--- src/rtl/uart_rx_core.sv ---
// rtl/uart_rx_core.sv - 16x-oversampled 8-bit UART receiver with parity, framing and overrun status

module uart_rx_core #(
   parameter int DIV_2400  = 1302,
   parameter int DIV_4800  = 651,
   parameter int DIV_9600  = 326,
   parameter int DIV_19200 = 163
) (
   input  logic       clock,
   input  logic       reset_n,
   input  logic [1:0] baud_rate,
   input  logic [1:0] parity_type,
   input  logic       rx_serial,
   input  logic       data_ack,
   output logic [7:0] data_out,
   output logic       data_valid,
   output logic       parity_error,
   output logic       frame_error,
   output logic       overrun_error,
   output logic       busy
);

   // Terminal counts for the 16x tick divider (count runs 0..DIV-1)
   localparam logic [10:0] DIVM_2400  = 11'(DIV_2400 - 1);
   localparam logic [10:0] DIVM_4800  = 11'(DIV_4800 - 1);
   localparam logic [10:0] DIVM_9600  = 11'(DIV_9600 - 1);
   localparam logic [10:0] DIVM_19200 = 11'(DIV_19200 - 1);

   typedef enum logic [2:0] {
      ST_IDLE,
      ST_START,
      ST_DATA,
      ST_PARITY,
      ST_STOP
   } state_t;

   state_t      state_q;
   state_t      state_d;

   logic        sync_meta;
   logic        rxs;
   logic        rxs_d;
   logic        start_edge;

   logic [1:0]  baud_q;
   logic [1:0]  par_q;
   logic        parity_en;

   logic [10:0] div_cnt;
   logic [10:0] div_max;
   logic        tick;
   logic [3:0]  tick_cnt;
   logic        centre_tick;
   logic        full_tick;

   logic [2:0]  bit_cnt;
   logic [7:0]  shift_reg;
   logic        par_err_q;
   logic        stop_q;
   logic        commit_q;

   // Two-flop synchroniser plus one history flop for falling-edge detection; idle level is high
   always_ff @(posedge clock or negedge reset_n) begin
      if (!reset_n) begin
         sync_meta <= 1'b1;
         rxs       <= 1'b1;
         rxs_d     <= 1'b1;
      end else begin
         sync_meta <= rx_serial;
         rxs       <= sync_meta;
         rxs_d     <= rxs;
      end
   end

   // A start needs a real 1->0 transition, so a line stuck low never re-triggers
   assign start_edge = rxs_d & ~rxs;

   // Parity is only checked for the odd (01) and even (10) encodings
   assign parity_en = (par_q == 2'b01) || (par_q == 2'b10);

   // Divider terminal count for the baud rate captured at the start of the frame
   always_comb begin
      div_max = DIVM_9600;
      case (baud_q)
         2'b00:   div_max = DIVM_2400;
         2'b01:   div_max = DIVM_4800;
         2'b10:   div_max = DIVM_9600;
         default: div_max = DIVM_19200;
      endcase
   end

   assign tick        = (div_cnt == div_max);
   assign centre_tick = tick && (tick_cnt == 4'd7);
   assign full_tick   = tick && (tick_cnt == 4'd15);
   assign busy        = (state_q != ST_IDLE);

   // Frame configuration is frozen at start detection so mid-frame changes wait for the next frame
   always_ff @(posedge clock or negedge reset_n) begin
      if (!reset_n) begin
         baud_q <= 2'b00;
         par_q  <= 2'b00;
      end else if (state_q == ST_IDLE && start_edge) begin
         baud_q <= baud_rate;
         par_q  <= parity_type;
      end
   end

   // 16x tick divider and tick counter; both held at zero while idle so a frame starts aligned
   always_ff @(posedge clock or negedge reset_n) begin
      if (!reset_n) begin
         div_cnt  <= 11'd0;
         tick_cnt <= 4'd0;
      end else if (state_q == ST_IDLE) begin
         div_cnt  <= 11'd0;
         tick_cnt <= 4'd0;
      end else if (tick) begin
         div_cnt <= 11'd0;
         if (state_q == ST_START && tick_cnt == 4'd7) begin
            tick_cnt <= 4'd0;
         end else begin
            tick_cnt <= tick_cnt + 4'd1;
         end
      end else begin
         div_cnt <= div_cnt + 11'd1;
      end
   end

   // FSM state register
   always_ff @(posedge clock or negedge reset_n) begin
      if (!reset_n) begin
         state_q <= ST_IDLE;
      end else begin
         state_q <= state_d;
      end
   end

   // FSM next state: sample points are the start-bit centre, then every 16th tick after it
   always_comb begin
      state_d = state_q;
      case (state_q)
         ST_IDLE: begin
            if (start_edge) begin
               state_d = ST_START;
            end
         end
         ST_START: begin
            if (centre_tick) begin
               state_d = rxs ? ST_IDLE : ST_DATA;
            end
         end
         ST_DATA: begin
            if (full_tick && bit_cnt == 3'd7) begin
               state_d = parity_en ? ST_PARITY : ST_STOP;
            end
         end
         ST_PARITY: begin
            if (full_tick) begin
               state_d = ST_STOP;
            end
         end
         ST_STOP: begin
            if (full_tick) begin
               state_d = ST_IDLE;
            end
         end
         default: state_d = ST_IDLE;
      endcase
   end

   // Bit capture: data shifted in LSB first, parity result and stop level held for the commit
   always_ff @(posedge clock or negedge reset_n) begin
      if (!reset_n) begin
         bit_cnt   <= 3'd0;
         shift_reg <= 8'h00;
         par_err_q <= 1'b0;
         stop_q    <= 1'b1;
         commit_q  <= 1'b0;
      end else begin
         commit_q <= 1'b0;
         case (state_q)
            ST_IDLE: begin
               bit_cnt <= 3'd0;
               if (start_edge) begin
                  par_err_q <= 1'b0;
               end
            end
            ST_DATA: begin
               if (full_tick) begin
                  shift_reg <= {rxs, shift_reg[7:1]};
                  bit_cnt   <= bit_cnt + 3'd1;
               end
            end
            ST_PARITY: begin
               if (full_tick) begin
                  if (par_q == 2'b10) begin
                     par_err_q <= ^shift_reg ^ rxs;
                  end else begin
                     par_err_q <= ~(^shift_reg ^ rxs);
                  end
               end
            end
            ST_STOP: begin
               if (full_tick) begin
                  stop_q   <= rxs;
                  commit_q <= 1'b1;
               end
            end
            default: begin
            end
         endcase
      end
   end

   // Output register and handshake: a commit always wins over a same-cycle acknowledge
   always_ff @(posedge clock or negedge reset_n) begin
      if (!reset_n) begin
         data_out      <= 8'h00;
         data_valid    <= 1'b0;
         parity_error  <= 1'b0;
         frame_error   <= 1'b0;
         overrun_error <= 1'b0;
      end else if (commit_q) begin
         data_out      <= shift_reg;
         parity_error  <= par_err_q;
         frame_error   <= ~stop_q;
         data_valid    <= 1'b1;
         overrun_error <= data_valid & ~data_ack;
      end else if (data_ack && data_valid) begin
         data_valid    <= 1'b0;
         overrun_error <= 1'b0;
      end
   end

endmodule

--- config.mk ---
export PLATFORM = sky130hd
export DESIGN_NAME = uart_rx_core
export DESIGN_NICKNAME = d
export VERILOG_FILES = /design/src/rtl/uart_rx_core.sv
export SDC_FILE = /design/constraint.sdc
export NUM_CORES = 1
export LEC_CHECK = 0
export CAP_MARGIN = 10
export CORE_MARGIN = 1.5
export CORE_UTILIZATION = 45
export CTS_CLUSTER_DIAMETER = 60
export DETAILED_ROUTE_END_ITERATION = 8
export SKIP_LAST_GASP = 1
export SYNTH_ARGS = -nofsm -noshare
export SYNTH_HDL_FRONTEND = slang
export SYNTH_SLANG_ARGS = --single-unit
--- constraint.sdc ---
create_clock -name clock -period 2.95 [get_ports clock]
set_clock_uncertainty 0.15 [all_clocks]
set_input_delay 0.295 -clock clock [delete_from_list [all_inputs] [get_ports clock]]
set_output_delay 0.295 -clock clock [all_outputs]
set_load 0.03 [all_outputs]
==> flow_results.xml, run 1 <==
<?xml version="1.0" encoding="UTF-8"?>
<metrics>
  <group name="run_status">
    <metric name="status" unit="">completed</metric>
  </group>
  <group name="die">
    <metric name="design.portCount" unit="">21</metric>
    <metric name="area_of_the_placeable_core" unit="um^2">5240</metric>
    <metric name="dieWidth" unit="um">77.6</metric>
    <metric name="placementRows" unit="">26</metric>
    <metric name="floorplan.die_area" unit="um^2">6020</metric>
    <metric name="initial_utilization" unit="%">47.8</metric>
    <metric name="die_y" unit="um">77.6</metric>
  </group>
  <group name="global_route">
    <metric name="gr-usage-met1" unit="%">24.2</metric>
    <metric name="number_of_antenna_violations_at_the_first_check_in_global_routing" unit="">0</metric>
    <metric name="gr-usage-met2" unit="%">26.7</metric>
    <metric name="grt_pass1_vias" unit="">1745</metric>
    <metric name="globalRoute.busiestLayer" unit="">met2</metric>
    <metric name="grt_first_pass_wirelength" unit="mm">8.18</metric>
    <metric name="grt_usage" unit="%">17.1</metric>
    <metric name="grtUsageMet3" unit="%">3.41</metric>
    <metric name="grt_max_degree" unit="">31</metric>
    <metric name="grt_remaining_overflow" unit="">0</metric>
  </group>
  <group name="synthesis">
    <metric name="synth_flop_cell" unit="">sky130_fd_sc_hd__dfrtp_1</metric>
    <metric name="ys_seq_elements" unit="">51</metric>
    <metric name="syn-num-nets" unit="">238</metric>
    <metric name="synth.cell_area" unit="um^2">2500</metric>
    <metric name="proportion_of_synthesized_chip_area_in_sequential_cells" unit="%">51.2</metric>
    <metric name="top_cell_type_s_share_of_synthesized_area" unit="%">47.0</metric>
    <metric name="synthesis.instances" unit="">225</metric>
    <metric name="edff_count_synth" unit="">0</metric>
    <metric name="yosysTopAreaCell" unit="">sky130_fd_sc_hd__dfrtp_1</metric>
    <metric name="netlist-cell-type-count" unit="">45</metric>
    <metric name="synth-warning-count" unit="">0</metric>
    <metric name="yosys-top-cells-area" unit="">sky130_fd_sc_hd__dfrtp_1 (47%), sky130_fd_sc_hd__mux2_2 (10%), sky130_fd_sc_hd__dfstp_2 (4.2%)</metric>
    <metric name="ys_async_sr_fraction" unit="%">100</metric>
    <metric name="synth_area_per_cell" unit="um^2">11.1</metric>
  </group>
  <group name="place">
    <metric name="detailedPlace.worstSlack" unit="ps">460</metric>
    <metric name="placedCellCount" unit="">312</metric>
    <metric name="detailedPlacementHpwl" unit="mm">3.34</metric>
    <metric name="routabilityCongestion" unit="">0.833</metric>
    <metric name="placement.io_buffers" unit="">20</metric>
  </group>
  <group name="timing">
    <metric name="worst_slack" unit="ps">464</metric>
    <metric name="setup_violations" unit="">0</metric>
    <metric name="transition_time_at_the_pin_with_the_least_slew_margin" unit="ps">529</metric>
    <metric name="maxClockFrequency" unit="MHz">402</metric>
    <metric name="aggregate_negative_setup_slack" unit="ps">0</metric>
    <metric name="timing.final.crit_share" unit="%">84.3</metric>
    <metric name="relSlewSlack" unit="%">64.7</metric>
    <metric name="final_number_of_max_transition_violations" unit="">0</metric>
    <metric name="timing.final.crit_period" unit="ps">2490</metric>
    <metric name="hold_vio_cnt_final" unit="">0</metric>
    <metric name="rsz0062_at_grt" unit="">false</metric>
    <metric name="holdWs" unit="ps">214</metric>
  </group>
  <group name="clock_network">
    <metric name="cts_htree_levels" unit="">2</metric>
    <metric name="cts_root_buffer" unit="">sky130_fd_sc_hd__clkbuf_8</metric>
    <metric name="tritoncts" unit="">done</metric>
    <metric name="cts_num_sinks" unit="">51</metric>
    <metric name="cts.clk_slew.worst_paths" unit="ps">80</metric>
    <metric name="cts_inserted_buffers" unit="">5</metric>
    <metric name="insertion_delay" unit="ps">300</metric>
    <metric name="max_buffers_root_to_sink" unit="">2</metric>
  </group>
  <group name="route">
    <metric name="viasPerCell" unit="">5.34</metric>
    <metric name="drtAntennaViolNets" unit="">0</metric>
    <metric name="first_pass_iters" unit="">4</metric>
    <metric name="post_drt_wl_per_cell" unit="um">14.3</metric>
    <metric name="total_routed_length" unit="mm">4.59</metric>
    <metric name="drt_drc_violations_left" unit="">0</metric>
    <metric name="first_iter_violations" unit="">76</metric>
    <metric name="via_count" unit="">1713</metric>
  </group>
  <group name="critical_path">
    <metric name="timing.critical_path.from_type" unit="">register</metric>
    <metric name="cp_startpoint" unit="">baud_q[0]</metric>
    <metric name="worst-setup-path-type" unit="">register to register</metric>
    <metric name="critical_path_required" unit="ps">2980</metric>
    <metric name="r2r-start" unit="">baud_q[0]</metric>
    <metric name="timing.critical_path.arrival" unit="ps">2520</metric>
    <metric name="crit_path_max_fanout" unit="">11</metric>
    <metric name="timing.critical_path.to_type" unit="">register</metric>
  </group>
  <group name="final_layout">
    <metric name="layout_commonest_cell" unit="">sky130_fd_sc_hd__dfrtp_1</metric>
    <metric name="finalNonFillerCells" unit="">321</metric>
    <metric name="max_reg_flops" unit="">11</metric>
    <metric name="area_growth_syn_to_layout" unit="%">15.3</metric>
    <metric name="final_cell_mix" unit="">sky130_fd_sc_hd__dfrtp_1 (47), sky130_fd_sc_hd__mux2_2 (23), sky130_fd_sc_hd__nor2_1 (22)</metric>
    <metric name="layout.filler_cells" unit="">456</metric>
    <metric name="seqCellArea" unit="um^2">1280</metric>
    <metric name="antenna_cell_count" unit="">0</metric>
    <metric name="share_of_final_layout_standard_cells_stronger_than_drive_strength_1" unit="%">17.9</metric>
    <metric name="multi_input_area" unit="um^2">1150</metric>
    <metric name="final_nets" unit="">263</metric>
  </group>
  <group name="pwr">
    <metric name="power_per_cell_area" unit="nW/um^2">605</metric>
    <metric name="leakage" unit="uW">0.00127</metric>
    <metric name="comb_power_share" unit="%">25.6</metric>
    <metric name="power_switching" unit="uW">598</metric>
    <metric name="ir_drop" unit="uV">384</metric>
    <metric name="clock_share_of_power" unit="%">22.0</metric>
    <metric name="seq_power_share" unit="%">52.4</metric>
    <metric name="power_report.internal_total" unit="uW">1150</metric>
    <metric name="swShare" unit="%">34.3</metric>
  </group>
  <group name="worst_hold_path">
    <metric name="hold_path.startpoint" unit="">sync_meta</metric>
    <metric name="worstHoldPathType" unit="">register to register</metric>
  </group>
  <group name="run">
    <metric name="count_of_maximum_capacitance_violations" unit="">0</metric>
  </group>
</metrics>
[synthesized netlist by cell type (2+ instances only)]
master and number:
sky130_fd_sc_hd__or3_1 3, sky130_fd_sc_hd__nor3b_1 4, sky130_fd_sc_hd__o211ai_1 2, sky130_fd_sc_hd__mux2_2 23, sky130_fd_sc_hd__nor4_1 2, sky130_fd_sc_hd__xor2_1 6
sky130_fd_sc_hd__a31oi_1 2, sky130_fd_sc_hd__mux2i_1 5, sky130_fd_sc_hd__a21oi_1 6, sky130_fd_sc_hd__o21ai_0 5, sky130_fd_sc_hd__nor3_1 6, sky130_fd_sc_hd__inv_1 9
sky130_fd_sc_hd__dfstp_2 4, sky130_fd_sc_hd__nor2_1 22, sky130_fd_sc_hd__xnor2_1 12, sky130_fd_sc_hd__nand2b_1 3, sky130_fd_sc_hd__o21bai_1 2, sky130_fd_sc_hd__buf_2 3
sky130_fd_sc_hd__dfrtp_1 47, sky130_fd_sc_hd__a41oi_1 2, sky130_fd_sc_hd__clkbuf_1 4, sky130_fd_sc_hd__or2_2 2, sky130_fd_sc_hd__a21o_1 2, sky130_fd_sc_hd__nor2b_1 2
sky130_fd_sc_hd__ha_1 5, sky130_fd_sc_hd__nand3_1 9, sky130_fd_sc_hd__nand2_1 14, sky130_fd_sc_hd__and3_1 2
[routing by layer]
layer / part of all wire [%] / wire length [um] / vias up
met5: 0 / 0 / -
li1: - / - / 845
met1: 50 / 2270 / 837
met3: 3.3 / 151 / 5
met4: 0.87 / 40 / 0
met2: 46 / 2120 / 26
[power groups by stage]
stage / registers (uW) / logic [uW] / clock network [uW]
floorplan: 863 / 392 / 0
global placement: 923 / 444 / 0
detailed placement: 928 / 450 / 0
CTS: 913 / 454 / 408
global route: 934 / 518 / 432
finish: 914 / 447 / 384
[critical path, stage by stage (launching register included)]
cell                       delay [ps]
sky130_fd_sc_hd__dfrtp_1          490
sky130_fd_sc_hd__nor4b_1          300
sky130_fd_sc_hd__a41oi_1          120
sky130_fd_sc_hd__a2111o_1         450
sky130_fd_sc_hd__nor3_4           480
sky130_fd_sc_hd__mux2_2           390
[through the flow]
stage,util [%],area (um^2),power (uW)
6_report,55.1,2880,1750
5_1_grt,55.1,2880,1880
4_1_cts,55.1,2880,1780
3_5_place_dp,53.2,2790,1380
3_3_place_gp,53.2,2790,1370
2_1_floorplan,-,2500,1250
[final cells by class]
cell class / count / area share (%)
Multi-Input combinational cell: 157 / 40.0
Tap cell: 70 / 3.04
Inverter: 9 / 1.17
Clock buffer: 6 / 2.52
Clock inverter: 2 / 0.434
Sequential cell: 51 / 44.4
Timing Repair Buffer: 26 / 8.42
[timing repair]
item / CTS / global route
hold endpoints to repair: 17 / 0
gates resized for setup: 0 / 0
hold buffers: 1 / 0
buffers inserted: 0 / 0
[final timing paths]
| path | depth (start not counted) | end | slack [ps] |
|---|---|---|---|
| max in group asynchronous | 3 | shift_reg[0] | 1570 |
| min reg2reg | 0 | rxs | 210 |
| max | 5 | shift_reg[3] | 460 |
| min in group asynchronous | 2 | state_q[1] | 320 |
| min | 0 | rxs | 210 |
| max reg2reg | 5 | shift_reg[3] | 460 |
[cells by family after synthesis]
family                     Yosys count  share of synthesized area, %
DFF                                 51                          51.2
AOI/OAI and AO/OA                   32                          9.25
adders and majority gates            5                          2.50
muxes                               28                          12.4
and+or+nand+nor                     73                          14.8
buffers and inverters               17                          2.70
xor gates and xnor gates            19                          7.20
No activity file was read; power rests on OpenSTA's default activity.
==> run 2: changes to the inputs <==
==> constraint.sdc (replaced) <==
create_clock -name clock -period 2.3 [get_ports clock]
set_clock_uncertainty 0.15 [all_clocks]
set_input_delay 0.23 -clock clock [delete_from_list [all_inputs] [get_ports clock]]
set_output_delay 0.23 -clock clock [all_outputs]
set_load 0.03 [all_outputs]
==> run 2 against run 1 <==
Via count is 4.0% higher. Setup slack worse by 420 ps. Combinational power is 93% higher. Register-to-register slack worse by 420 ps. Global-route usage is 0.88 points higher. Final area is 8.9% higher. Critical path depth is 1 higher. Critical endpoint is now tick_cnt[0]. Highest routed layer unchanged.
==> flow_results.xml, run 2 (synthesis gave the netlist of run 1 again) <==
<?xml version="1.0" encoding="UTF-8"?>
<metrics>
  <group name="run_status">
    <metric name="status" unit="">completed</metric>
  </group>
  <group name="critical_path">
    <metric name="timing.critical_path.from_type" unit="">register</metric>
    <metric name="crit_path_max_fanout" unit="">6</metric>
    <metric name="timing.critical_path.arrival" unit="ps">2330</metric>
    <metric name="r2r_setup_slack" unit="ps">50</metric>
    <metric name="timing.critical_path.buf_inv" unit="">1</metric>
    <metric name="worst-setup-path-type" unit="">register to register</metric>
    <metric name="critPathMaxStageDelay" unit="ps">490</metric>
    <metric name="timing.critical_path.to_type" unit="">register</metric>
    <metric name="critical_path_required" unit="ps">2380</metric>
    <metric name="critical_path.top_delay_family" unit="">compound AO/OA/AOI/OAI gates</metric>
    <metric name="timing.critical_path.cells" unit="">nor4b_2, a41oi_1, a2111o_1, buf_6, or4_1, a21oi_1</metric>
    <metric name="crit_slowest_cell" unit="">sky130_fd_sc_hd__a2111o_1</metric>
  </group>
  <group name="final_layout">
    <metric name="layout.filler_cells" unit="">459</metric>
    <metric name="finalNonFillerCells" unit="">342</metric>
    <metric name="layout_commonest_cell" unit="">sky130_fd_sc_hd__dfrtp_1</metric>
    <metric name="postLayoutCellArea" unit="um^2">3140</metric>
    <metric name="final_nets" unit="">284</metric>
    <metric name="share_of_final_layout_standard_cells_stronger_than_drive_strength_1" unit="%">27.2</metric>
    <metric name="area_growth_syn_to_layout" unit="%">25.4</metric>
    <metric name="max_reg_flops" unit="">11</metric>
    <metric name="antenna_cell_count" unit="">0</metric>
    <metric name="multi_input_area" unit="um^2">1190</metric>
    <metric name="seqCellArea" unit="um^2">1280</metric>
    <metric name="final_cell_mix" unit="">sky130_fd_sc_hd__dfrtp_1 (45), sky130_fd_sc_hd__mux2_2 (23), sky130_fd_sc_hd__buf_4 (23)</metric>
  </group>
  <group name="place">
    <metric name="place_area" unit="um^2">2940</metric>
    <metric name="routabilityCongestion" unit="">0.833</metric>
    <metric name="placedCellCount" unit="">330</metric>
    <metric name="detailedPlace.worstSlack" unit="ps">-62.7</metric>
    <metric name="placement.io_buffers" unit="">20</metric>
    <metric name="detailedPlacementHpwl" unit="mm">3.57</metric>
  </group>
  <group name="route">
    <metric name="viasPerCell" unit="">5.21</metric>
    <metric name="drtAntennaViolNets" unit="">0</metric>
    <metric name="total_routed_length" unit="mm">4.83</metric>
    <metric name="first_iter_violations" unit="">96</metric>
    <metric name="via_count" unit="">1781</metric>
    <metric name="post_drt_wl_per_cell" unit="um">14.1</metric>
    <metric name="drt_drc_violations_left" unit="">0</metric>
    <metric name="first_pass_iters" unit="">4</metric>
  </group>
  <group name="pwr">
    <metric name="power_per_cell_area" unit="nW/um^2">844</metric>
    <metric name="leakage" unit="uW">0.00142</metric>
    <metric name="post-layout-total-power" unit="uW">2650</metric>
    <metric name="ir_drop" unit="uV">725</metric>
  </group>
  <group name="global_route">
    <metric name="grt_max_degree" unit="">20</metric>
    <metric name="grt_usage" unit="%">17.9</metric>
    <metric name="grt_pass1_vias" unit="">1758</metric>
    <metric name="grt_remaining_overflow" unit="">0</metric>
    <metric name="number_of_antenna_violations_at_the_first_check_in_global_routing" unit="">0</metric>
    <metric name="grt_first_pass_wirelength" unit="mm">8.47</metric>
  </group>
  <group name="clock_network">
    <metric name="insertion_delay" unit="ps">300</metric>
    <metric name="cts_root_buffer" unit="">sky130_fd_sc_hd__clkbuf_8</metric>
    <metric name="cts_htree_levels" unit="">2</metric>
    <metric name="max_buffers_root_to_sink" unit="">2</metric>
    <metric name="cts.clk_slew.worst_paths" unit="ps">90</metric>
    <metric name="cts_inserted_buffers" unit="">5</metric>
    <metric name="tritoncts" unit="">done</metric>
    <metric name="cts_num_sinks" unit="">51</metric>
  </group>
  <group name="timing">
    <metric name="timing.final.crit_share" unit="%">97.9</metric>
    <metric name="timing.final.crit_period" unit="ps">2250</metric>
    <metric name="rsz0062_at_grt" unit="">true</metric>
    <metric name="relSlewSlack" unit="%">65.7</metric>
    <metric name="setup_violations" unit="">0</metric>
    <metric name="final_number_of_max_transition_violations" unit="">0</metric>
    <metric name="aggregate_negative_setup_slack" unit="ps">0</metric>
    <metric name="worst_slack" unit="ps">49.3</metric>
    <metric name="transition_time_at_the_pin_with_the_least_slew_margin" unit="ps">514</metric>
    <metric name="maxClockFrequency" unit="MHz">444</metric>
    <metric name="hold_vio_cnt_final" unit="">0</metric>
  </group>
  <group name="die">
    <metric name="placementRows" unit="">26</metric>
    <metric name="area_of_the_placeable_core" unit="um^2">5240</metric>
    <metric name="dieWidth" unit="um">77.6</metric>
    <metric name="die_y" unit="um">77.6</metric>
    <metric name="design.portCount" unit="">21</metric>
    <metric name="floorplan.die_area" unit="um^2">6020</metric>
    <metric name="initial_utilization" unit="%">47.8</metric>
  </group>
  <group name="run">
    <metric name="count_of_maximum_capacitance_violations" unit="">0</metric>
  </group>
  <group name="worst_hold_path">
    <metric name="worstHoldPathType" unit="">input pin to register</metric>
  </group>
</metrics>
## run 2: cell count changes in the layout (fill, tap and decap cells not counted), sizes merged
cell / delta
buf: +21
bufinv: +1
clkdlybuf4s50: -1
clkinv: -1
clkinvlp: -1
dlymetal6s2s: +1
inv: +1
## run 2: per-layer routing
metal | up-vias | track usage (%) | part of all wire (%)
met5 | - | 0 | 0
met3 | 5 | 4.35 | 2.8
li1 | 888 | - | -
met2 | 23 | 26.8 | 46
met4 | 0 | 4.91 | 0.91
met1 | 865 | 26.0 | 51
## run 2: worst paths after layout
path	start	to	cells past startpoint
setup / recovery	baud_q[0]	tick_cnt[0]	6
hold / removal	rx_serial	sync_meta	1
setup reg to reg	baud_q[0]	tick_cnt[0]	6
hold reg to reg	sync_meta	rxs	0
max in group asynchronous	reset_n	sync_meta	3
min in group asynchronous	reset_n	parity_error	2
## run 2: repair_timing
action | 4_1_cts | 5_1_grt
hold endpoints to repair | 15 | 0
setup endpoints to repair | 11 | 28
gates resized for setup | 5 | 9
pin swaps | 2 | 2
hold buffers | 1 | 0
buffers inserted | 2 | 1
## run 2: stage by stage
| stage | hold slack [ps] | utilization [%] |
|---|---|---|
| floorplan | -216 | - |
| global placement | 40.8 | 56.1 |
| detailed placement | 41.6 | 56.1 |
| CTS | 162 | 59.0 |
| global route | 169 | 59.9 |
| finish | 174 | 59.9 |
## run 2: where the power goes
| group | total [uW] | internal (uW) | switching (uW) | leakage (uW) |
|---|---|---|---|---|
| Sequential | 1130 | 1010 | 125 | 0.000665 |
| Combinational | 862 | 433 | 429 | 0.000693 |
| Clock | 656 | 358 | 298 | 0.0000618 |
## run 2: cell type report
| type | count | area share [%] |
|---|---|---|
| inverters | 9 | 1.08 |
| clock buffers | 6 | 2.63 |
| multi-input cells | 157 | 37.9 |
| repair buffers | 47 | 13.5 |
| well taps | 70 | 2.79 |
| clock inverters | 2 | 1.24 |
| flip-flops and latches | 51 | 40.9 |
